File: src/rtl/uart_rx_fifo_if.sv
`default_nettype none
// ============================================================================
// uart_rx_fifo_if : receive-strobe and consumer valid/ready bundle
// Revision 1.0
// ============================================================================
interface uart_rx_fifo_if #(
   parameter int DATA_WIDTH = 8
);
   logic                  rx_valid;
   logic [DATA_WIDTH-1:0] rx_data;
   logic                  rd_ready;
   logic                  rd_valid;
   logic [DATA_WIDTH-1:0] rd_data;

   // The FIFO side.
   modport slave (
      input  rx_valid,
      input  rx_data,
      input  rd_ready,
      output rd_valid,
      output rd_data
   );

   // Receiver/consumer side.
   modport master (
      output rx_valid,
      output rx_data,
      output rd_ready,
      input  rd_valid,
      input  rd_data
   );
endinterface
`default_nettype wire

File: src/rtl/uart_rx_fifo.sv
`default_nettype none
// ============================================================================
// uart_rx_fifo : FWFT byte FIFO behind a UART receiver, with sticky overflow
// Revision 1.0
// ============================================================================
module uart_rx_fifo #(
   parameter int DATA_WIDTH  = 8,
   parameter int DEPTH       = 16,
   parameter int ADDR_WIDTH  = 4,
   parameter int AFULL_LEVEL = 12
) (
   input  logic                  clk,
   input  logic                  rstn,
   uart_rx_fifo_if.slave         bus,
   input  logic                  ovf_clear_i,
   input  logic                  flush_i,
   output logic [ADDR_WIDTH:0]   level_o,
   output logic                  empty_o,
   output logic                  full_o,
   output logic                  almost_full_o,
   output logic                  overflow_o
);
   localparam logic [ADDR_WIDTH:0]   C_DEPTH = (ADDR_WIDTH+1)'(DEPTH);
   localparam logic [ADDR_WIDTH:0]   C_AFULL = (ADDR_WIDTH+1)'(AFULL_LEVEL);
   localparam logic [ADDR_WIDTH-1:0] C_PTR_ONE = ADDR_WIDTH'(1);
   localparam logic [ADDR_WIDTH:0]   C_LVL_ONE = (ADDR_WIDTH+1)'(1);

   logic [DATA_WIDTH-1:0] mem_q [DEPTH];
   logic [ADDR_WIDTH-1:0] wr_ptr_q, wr_ptr_d;
   logic [ADDR_WIDTH-1:0] rd_ptr_q, rd_ptr_d;
   logic [ADDR_WIDTH:0]   level_q, level_d;
   logic                  overflow_q, overflow_d;

   logic w_empty, w_full, w_pop, w_push, w_drop;

   assign w_empty = (level_q == '0);
   assign w_full  = (level_q == C_DEPTH);

   // Flush swallows the concurrent strobe, so it neither stores nor counts as a drop.
   assign w_pop  = !w_empty && bus.rd_ready && !flush_i;
   assign w_push = bus.rx_valid && (!w_full || w_pop) && !flush_i;
   assign w_drop = bus.rx_valid && w_full && !w_pop && !flush_i;

   always_comb begin
      wr_ptr_d   = wr_ptr_q;
      rd_ptr_d   = rd_ptr_q;
      level_d    = level_q;
      overflow_d = overflow_q;

      if (flush_i) begin
         wr_ptr_d = '0;
         rd_ptr_d = '0;
         level_d  = '0;
      end else begin
         if (w_push) wr_ptr_d = wr_ptr_q + C_PTR_ONE;
         if (w_pop)  rd_ptr_d = rd_ptr_q + C_PTR_ONE;
         unique case ({w_push, w_pop})
            2'b10:   level_d = level_q + C_LVL_ONE;
            2'b01:   level_d = level_q - C_LVL_ONE;
            default: level_d = level_q;
         endcase
      end

      if (w_drop)           overflow_d = 1'b1;
      else if (ovf_clear_i) overflow_d = 1'b0;
   end

   always_ff @(posedge clk) begin
      if (w_push) mem_q[wr_ptr_q] <= bus.rx_data;
   end

   always_ff @(posedge clk) begin
      if (!rstn) begin
         wr_ptr_q   <= '0;
         rd_ptr_q   <= '0;
         level_q    <= '0;
         overflow_q <= 1'b0;
      end else begin
         wr_ptr_q   <= wr_ptr_d;
         rd_ptr_q   <= rd_ptr_d;
         level_q    <= level_d;
         overflow_q <= overflow_d;
      end
   end

   assign bus.rd_valid  = !w_empty;
   assign bus.rd_data   = w_empty ? '0 : mem_q[rd_ptr_q];
   assign level_o       = level_q;
   assign empty_o       = w_empty;
   assign full_o        = w_full;
   assign almost_full_o = (level_q >= C_AFULL);
   assign overflow_o    = overflow_q;
endmodule
`default_nettype wire

File: src/flat_wrapper.sv
// flat-port wrapper written by rule: the top's interface ports become plain ports
module uart_rx_fifo_flat 
#(
   parameter int DATA_WIDTH  = 8,
   parameter int DEPTH       = 16,
   parameter int ADDR_WIDTH  = 4,
   parameter int AFULL_LEVEL = 12
)
  (clk, rstn, ovf_clear_i, flush_i, level_o, empty_o, full_o, almost_full_o, overflow_o, bus_rx_valid, bus_rx_data, bus_rd_ready, bus_rd_valid, bus_rd_data);
  uart_rx_fifo_if #(.DATA_WIDTH(DATA_WIDTH)) bus_i ();
  input  logic clk;
  input  logic rstn;
  input  logic ovf_clear_i;
  input  logic flush_i;
  output logic [ADDR_WIDTH:0] level_o;
  output logic empty_o;
  output logic full_o;
  output logic almost_full_o;
  output logic overflow_o;
  input wire logic [$bits(bus_i.rx_valid)-1:0] bus_rx_valid;
  input wire logic [$bits(bus_i.rx_data)-1:0] bus_rx_data;
  input wire logic [$bits(bus_i.rd_ready)-1:0] bus_rd_ready;
  output wire logic [$bits(bus_i.rd_valid)-1:0] bus_rd_valid;
  output wire logic [$bits(bus_i.rd_data)-1:0] bus_rd_data;
  assign bus_i.rx_valid = bus_rx_valid;
  assign bus_i.rx_data = bus_rx_data;
  assign bus_i.rd_ready = bus_rd_ready;
  assign bus_rd_valid = bus_i.rd_valid;
  assign bus_rd_data = bus_i.rd_data;
  uart_rx_fifo #(.DATA_WIDTH(DATA_WIDTH), .DEPTH(DEPTH), .ADDR_WIDTH(ADDR_WIDTH), .AFULL_LEVEL(AFULL_LEVEL)) u_core (.clk(clk), .rstn(rstn), .bus(bus_i), .ovf_clear_i(ovf_clear_i), .flush_i(flush_i), .level_o(level_o), .empty_o(empty_o), .full_o(full_o), .almost_full_o(almost_full_o), .overflow_o(overflow_o));
endmodule
File: config.mk
export PLATFORM = sky130hd
export DESIGN_NAME = uart_rx_fifo_flat
export DESIGN_NICKNAME = d
export VERILOG_FILES = /design/src/rtl/uart_rx_fifo_if.sv /design/src/rtl/uart_rx_fifo.sv /design/src/flat_wrapper.sv
export SDC_FILE = /design/constraint.sdc
export NUM_CORES = 1
export LEC_CHECK = 0
export CORE_ASPECT_RATIO = 1.5
export CORE_MARGIN = 1
export CORE_UTILIZATION = 58
export CTS_CLUSTER_SIZE = 25
export DETAILED_ROUTE_END_ITERATION = 10
export PLACE_DENSITY = 0.78
export SYNTH_ARGS = -nofsm -noshare
export SYNTH_HDL_FRONTEND = slang
export SYNTH_SLANG_ARGS = --single-unit
File: constraint.sdc
create_clock -name clk -period 3.4 [get_ports clk]
set_clock_uncertainty 0.2 [all_clocks]
set_input_delay 0.34 -clock clk [delete_from_list [all_inputs] [get_ports clk]]
set_output_delay 0.34 -clock clk [all_outputs]
set_load 0.01 [all_outputs]
==> results of run 1 <==
## state kept, by name, summed over array words and instances (netlist names), named ones only
name	count
u_core.level_o	5
u_core.rd_ptr_q	4
u_core.mem_q	128
u_core.wr_ptr_q	4
u_core.overflow_o	1
## area by class of cell
class,count,area (um^2),area share (%)
clock inverters,15,215,3.00
clock buffers,17,425,5.94
repair buffers,48,463,6.46
well taps,117,146,2.04
inverters,8,30.0,0.419
multi-input cells,163,1680,23.4
flip-flops and latches,146,4210,58.7
## worst paths after layout
check,start,endpoint
worst max-delay path,flip-flop,bus_rd_data[7]
worst min-delay path,rstn,u_core.overflow_o
worst max register to register,u_core.level_o[0],u_core.level_o[4]
worst min register to register,u_core.wr_ptr_q[1],u_core.wr_ptr_q[1]
## kinds of logic (layout without fill, tap and decap cells)
kind of cell	Yosys count	after routing	share of synthesized area (%)
DFF	146	146	69.8
and+or+nand+nor	64	64	6.27
muxes	43	43	13.8
AOI/OAI and AO/OA	40	40	4.80
buffers and inverters	30	88	2.57
adders and majority gates	8	8	1.66
xor gates and xnor gates	8	8	1.16
## worst reg2reg max path: stages, from the launching register on
cell,delay (ns)
dfxtp_1,0.38
or4_4,0.60
o21ai_2,0.21
nor2_1,0.10
ha_1,0.21
xor2_1,0.15
ha_1,0.19
a21oi_1,0.29
o21ai_0,0.15
a32o_1,0.21
a311o_1,0.32
## report_power, final
group          internal (mW)  total [mW]  switching [mW]
logic                 0.0482       0.113          0.0647
clock network           1.29        2.00           0.706
registers               1.95        1.96         0.00393
## per-stage QoR
stage	hold WS (ns)	cell area [um^2]	util (%)	std cells	power, mW
after floorplan	0.239	6030	-	339	2.05
after global placement	0.311	6520	64.3	482	2.10
after detailed placement	0.335	6520	64.3	482	2.11
after CTS	0.320	7160	70.6	514	4.09
after global routing	0.344	7170	70.7	514	4.17
final	0.325	7170	70.7	514	4.07
## layout by cell type, fill, tap and decap left out, types with 11 or more instances in the layout
cell / synthesis / layout
mux2i_1: 11 / 11
mux4_2: 32 / 32
edfxtp_1: 128 / 128
nor2_1: 11 / 11
nor2b_1: 11 / 11
dfxtp_1: 18 / 17
a211oi_1: 16 / 15
buf_4: 5 / 15
clkbuf_16: 0 / 17
clkdlybuf4s50_1: 0 / 31
## metal layers
metal / global-route usage [%] / up-vias / routed length, um
met2: 43.0 / 98 / 6580
met3: 6.51 / 17 / 528
met4: 9.77 / 0 / 274
met5: 0 / - / 0
li1: - / 1446 / -
met1: 27.7 / 1620 / 4490
==> results.sh, run 1 <==
export IMPL_die_w_um=85.2
export IMPL_cts_setup_buffers=0
export IMPL_start_util_pct=59.5
export IMPL_tightestPinTransition_ns=0.745
export IMPL_rsz0062_at_grt="no"
export IMPL_drt_iter0_drc=184
export IMPL_ys_warn_count=0
export IMPL_synth_top_area_share_pct=63.8
export IMPL_die_h_um=127
export IMPL_status="completed"
export IMPL_slew_limit_headroom_pct=50.3
export IMPL_viasPerCell=6.19
export IMPL_insertedDiodeCount=0
export IMPL_grt_pass1_wl_mm=18.3
export IMPL_path_common_cell="a211oi_1"
export IMPL_core_um2=10100
export IMPL_yosysTopAreaCell="edfxtp_1"
export IMPL_cp_slowest_cell="clkdlybuf4s50_1"
export IMPL_cp_data_arrival_time_ns=2.72
export IMPL_hold_depth=2
export IMPL_cts_sinks=146
export IMPL_wl_per_cell_um=23.1
export IMPL_synth_cells=339
export IMPL_crit_required_ns=2.86
export IMPL_grt_max_degree=33
export IMPL_synth_distinct_cells=45
export IMPL_ys_seq_area_share_pct=69.8
export IMPL_post_place_ws_ns=0.296
export IMPL_cts_tree="done"
export IMPL_crit_type="flip-flop to output port"
export IMPL_dp_hpwl_mm=7.34
export IMPL_slowest_delay_ns=0.56
export IMPL_syn_cell_area_um2=6030
export IMPL_gp_congestion=0.808
export IMPL_route_detailed_drc=0
export IMPL_crit_cells=6
export IMPL_ant_nets=0
export IMPL_worst_setup_path_start_kind="flip-flop"
export IMPL_clk_transition_reported_paths_ns=0.06
export IMPL_worstSkewPairLatency_ns=0.42
export IMPL_synth_edff_count=128
export IMPL_final_max_slew_viol_count=0
export IMPL_ff2ff_path_depth=10
export IMPL_cp_end_kind="output port"
export IMPL_nets=406
export IMPL_p_per_area_nw_per_um2=568
export IMPL_syn_nets=361
export IMPL_area_growth_pct=18.9
export IMPL_worst_path_buf_inv=2
export IMPL_worstPathMaxFanout=22
export IMPL_synthFlopType="edfxtp_1"
export IMPL_row_count=45
export IMPL_cts_buffer_depth=2
export IMPL_fill_cells=654
export IMPL_cts_made_buffers=17
export IMPL_wl_mm=11.9
export IMPL_hold_path_class="primary input to flip-flop"
export IMPL_min_period_ns=3.26
export IMPL_setup_ws_ns=0.145
export IMPL_hold_viol_final=0
export IMPL_num_io_pins=32
export IMPL_grt_use_total_pct=24.2
export IMPL_drv_cap=0
export IMPL_synth_area_per_cell_um2=17.8
export IMPL_ctsResizeCount=0
export IMPL_path_delay_family="buffers and inverters"
export IMPL_dr_pass1_iters=4
export IMPL_synth_seq_cells=146
export IMPL_p_leak_nw=2.32
export IMPL_cts_root_buffer="clkbuf_16"
export IMPL_grt_overflow_total=0
export IMPL_synth_most_common_cell="edfxtp_1"
export IMPL_num_vias=3181
export IMPL_setup_violations=0
export IMPL_path_cells="buf_12 > mux4_2 > nor2b_1 > a211oi_1 > a211oi_1 > clkdlybuf4s50_1"
export IMPL_synthTopCellsByArea="edfxtp_1, mux4_2, dfxtp_1"
export IMPL_async_flop_share_pct=0
export IMPL_layout_drive_gt1_share_pct=21.7
export IMPL_synth_common_cells="edfxtp_1, mux4_2, dfxtp_1, a211oi_1"
export IMPL_fmax_ghz=0.307
export IMPL_cts_hold_buf=0
export IMPL_irDropWorstVdd_v=0.000368
export IMPL_portBuffers=31
export IMPL_h_tree_depth=4
export IMPL_grt_pass1_vias=3352
export IMPL_die_area_um2=10800
export IMPL_antenna_found_initial=0
export IMPL_fin_crit_sh_pct=95.7
export IMPL_tns_ns=0
export IMPL_ff2ff_setup_slack_ns=0.29
Power figures use the tool's default switching activity.
==> run 2: changes to the inputs <==
- ABC_AREA: default -> 1
- PLACE_DENSITY: 0.78 -> 0.77
==> run 2 against run 1 <==
Effect of this change:
- sequential power barely moved
- total power fell by 0.49%
- sequential share of layout area decreased by 1.4 points
- via count up 37%
- largest power group is now sequential cells
- register-to-register slack improved by 0.44 ns
==> results.sh, run 2 <==
export IMPL_cts_sinks=146
export IMPL_area_growth_pct=17.2
export IMPL_largest_register_ffs=128
export IMPL_synth_most_common_cell="nand2_1"
export IMPL_p_leak_nw=2.77
export IMPL_worstPathMaxFanout=32
export IMPL_dp_hpwl_mm=8.82
export IMPL_crit_type="flip-flop to output port"
export IMPL_insertedDiodeCount=0
export IMPL_yosysTopAreaCell="edfxtp_1"
export IMPL_synth_seq_cells=146
export IMPL_h_tree_depth=4
export IMPL_fin_crit_sh_pct=93.0
export IMPL_hold_path_class="primary input to flip-flop"
export IMPL_synth_common_cells="nand2_1, edfxtp_1, nand3_1, inv_1, nor2_1"
export IMPL_die_h_um=129
export IMPL_status="completed"
export IMPL_cts_buffer_depth=2
export IMPL_worstSkewPairLatency_ns=0.42
export IMPL_p_total_mw=4.05
export IMPL_tns_ns=0
export IMPL_synth_area_per_cell_um2=10.8
export IMPL_synth_cells=579
export IMPL_dpl_cell_count=749
export IMPL_setup_violations=0
export IMPL_synthFlopType="edfxtp_1"
export IMPL_grt_pass1_wl_mm=21.7
export IMPL_slew_limit_headroom_pct=26.3
export IMPL_cts_hold_buf=0
export IMPL_synth_top_area_share_pct=61.4
export IMPL_final_common_cell="nand2_1"
export IMPL_dr_pass1_iters=6
export IMPL_nets=646
export IMPL_grt_max_degree=65
export IMPL_crit_required_ns=2.86
export IMPL_layout_common_cells="nand2_1, edfxtp_1, nand3_1"
export IMPL_ctsResizeCount=0
export IMPL_route_detailed_drc=0
export IMPL_grt_pass1_vias=4316
export IMPL_async_flop_share_pct=0
export IMPL_synthTopCellsByArea="edfxtp_1, nand2_1, nand3_1"
export IMPL_p_per_area_nw_per_um2=553
export IMPL_cp_end_kind="output port"
export IMPL_worst_setup_path_start_kind="flip-flop"
export IMPL_row_count=46
export IMPL_viasPerCell=5.57
export IMPL_gp_congestion=0.810
export IMPL_cts_setup_buffers=0
export IMPL_final_max_slew_viol_count=0
export IMPL_hold_viol_final=0
export IMPL_min_period_ns=3.16
export IMPL_antenna_found_initial=0
export IMPL_grt_use_total_pct=26.7
export IMPL_drt_iter0_drc=399
export IMPL_regMostFlops="u_core.mem_q"
export IMPL_irDropWorstVdd_v=0.000410
export IMPL_core_um2=10500
export IMPL_wl_per_cell_um=17.7
export IMPL_drv_cap=0
export IMPL_cts_tree="done"
export IMPL_ys_seq_area_share_pct=67.2
export IMPL_portBuffers=31
export IMPL_fmax_ghz=0.316
export IMPL_ys_warn_count=0
export IMPL_synth_distinct_cells=27
export IMPL_cp_data_arrival_time_ns=2.62
export IMPL_num_io_pins=32
export IMPL_layout_drive_gt1_share_pct=11.3
export IMPL_ant_nets=0
export IMPL_wl_mm=13.8
export IMPL_grt_overflow_total=0
export IMPL_start_util_pct=59.4
export IMPL_num_vias=4349
export IMPL_die_area_um2=11200
export IMPL_rsz0062_at_grt="no"
export IMPL_fin_cells=781
export IMPL_die_w_um=86.8
export IMPL_cts_root_buffer="clkbuf_16"
export IMPL_synth_edff_count=128
export IMPL_syn_nets=601
export IMPL_syn_cell_area_um2=6260
export IMPL_cts_made_buffers=17
export IMPL_clk_transition_reported_paths_ns=0.06
export IMPL_tightestPinTransition_ns=1.10
run 2: area by class of cell:
class | count | area [um^2]
clock buffer | 19 | 453
clock inverter | 13 | 135
fill | 780 | 3200
inverter | 31 | 119
multi-input combinational | 378 | 1760
sequential | 146 | 4210
tap | 144 | 180
timing repair buffer | 50 | 478
run 2: metrics by stage:
| stage | util, % | hold slack [ns] | cell area [um^2] | setup slack [ns] |
|---|---|---|---|---|
| floorplan | - | 0.239 | 6260 | 1.14 |
| global placement | 64.0 | 0.265 | 6740 | 0.724 |
| detailed placement | 64.0 | 0.288 | 6740 | 0.550 |
| CTS | 69.6 | 0.283 | 7330 | 0.211 |
| global route | 69.6 | 0.317 | 7330 | 0.0822 |
| finish | 69.6 | 0.282 | 7330 | 0.238 |
run 2: cell families (layout without fill, tap and decap cells):
| family | Yosys count | count (layout) | synth area share, % |
|---|---|---|---|
| flip-flops | 146 | 146 | 67.2 |
| AND/OR/NAND/NOR | 332 | 332 | 22.8 |
| buffers and inverters | 55 | 113 | 4.68 |
| AO/OA/AOI/OAI | 31 | 31 | 2.76 |
| adder cells (fa/ha/maj) | 8 | 8 | 1.60 |
| XOR/XNOR | 7 | 7 | 0.980 |
run 2: final timing paths:
check	from	endpoint	slack, ns	depth (start not counted)
setup / recovery	flip-flop	bus_rd_data[4]	0.24	7
setup reg to reg	u_core.level_o[1]	u_core.level_o[4]	0.73	17
hold / removal	rstn	u_core.overflow_o	0.28	3
hold reg to reg	u_core.overflow_o	u_core.overflow_o	0.29	2
run 2: where the power goes:
group,switching (mW),internal (mW)
logic,0.158,0.0929
clock network,0.717,1.12
registers,0.00786,1.96
run 2: critical path, stage by stage, from the launching register on:
cell and delay (ns):
dfxtp_1 0.30, inv_1 0.79, nand3_1 0.24, nand3_1 0.15
nand2_1 0.07, nand2_1 0.09, a21oi_1 0.07, clkdlybuf4s50_1 0.49
run 2: routing by layer:
layer / GRT usage [%] / vias to the layer above / wire length (um) / part of all wire [%]
met3: 4.97 / 29 / 823 / 6.0
met1: 29.3 / 2059 / 5060 / 37
li1: - / 2068 / - / -
met2: 49.1 / 193 / 7560 / 55
met5: 0 / - / 0 / 0
met4: 12.8 / 0 / 348 / 2.5
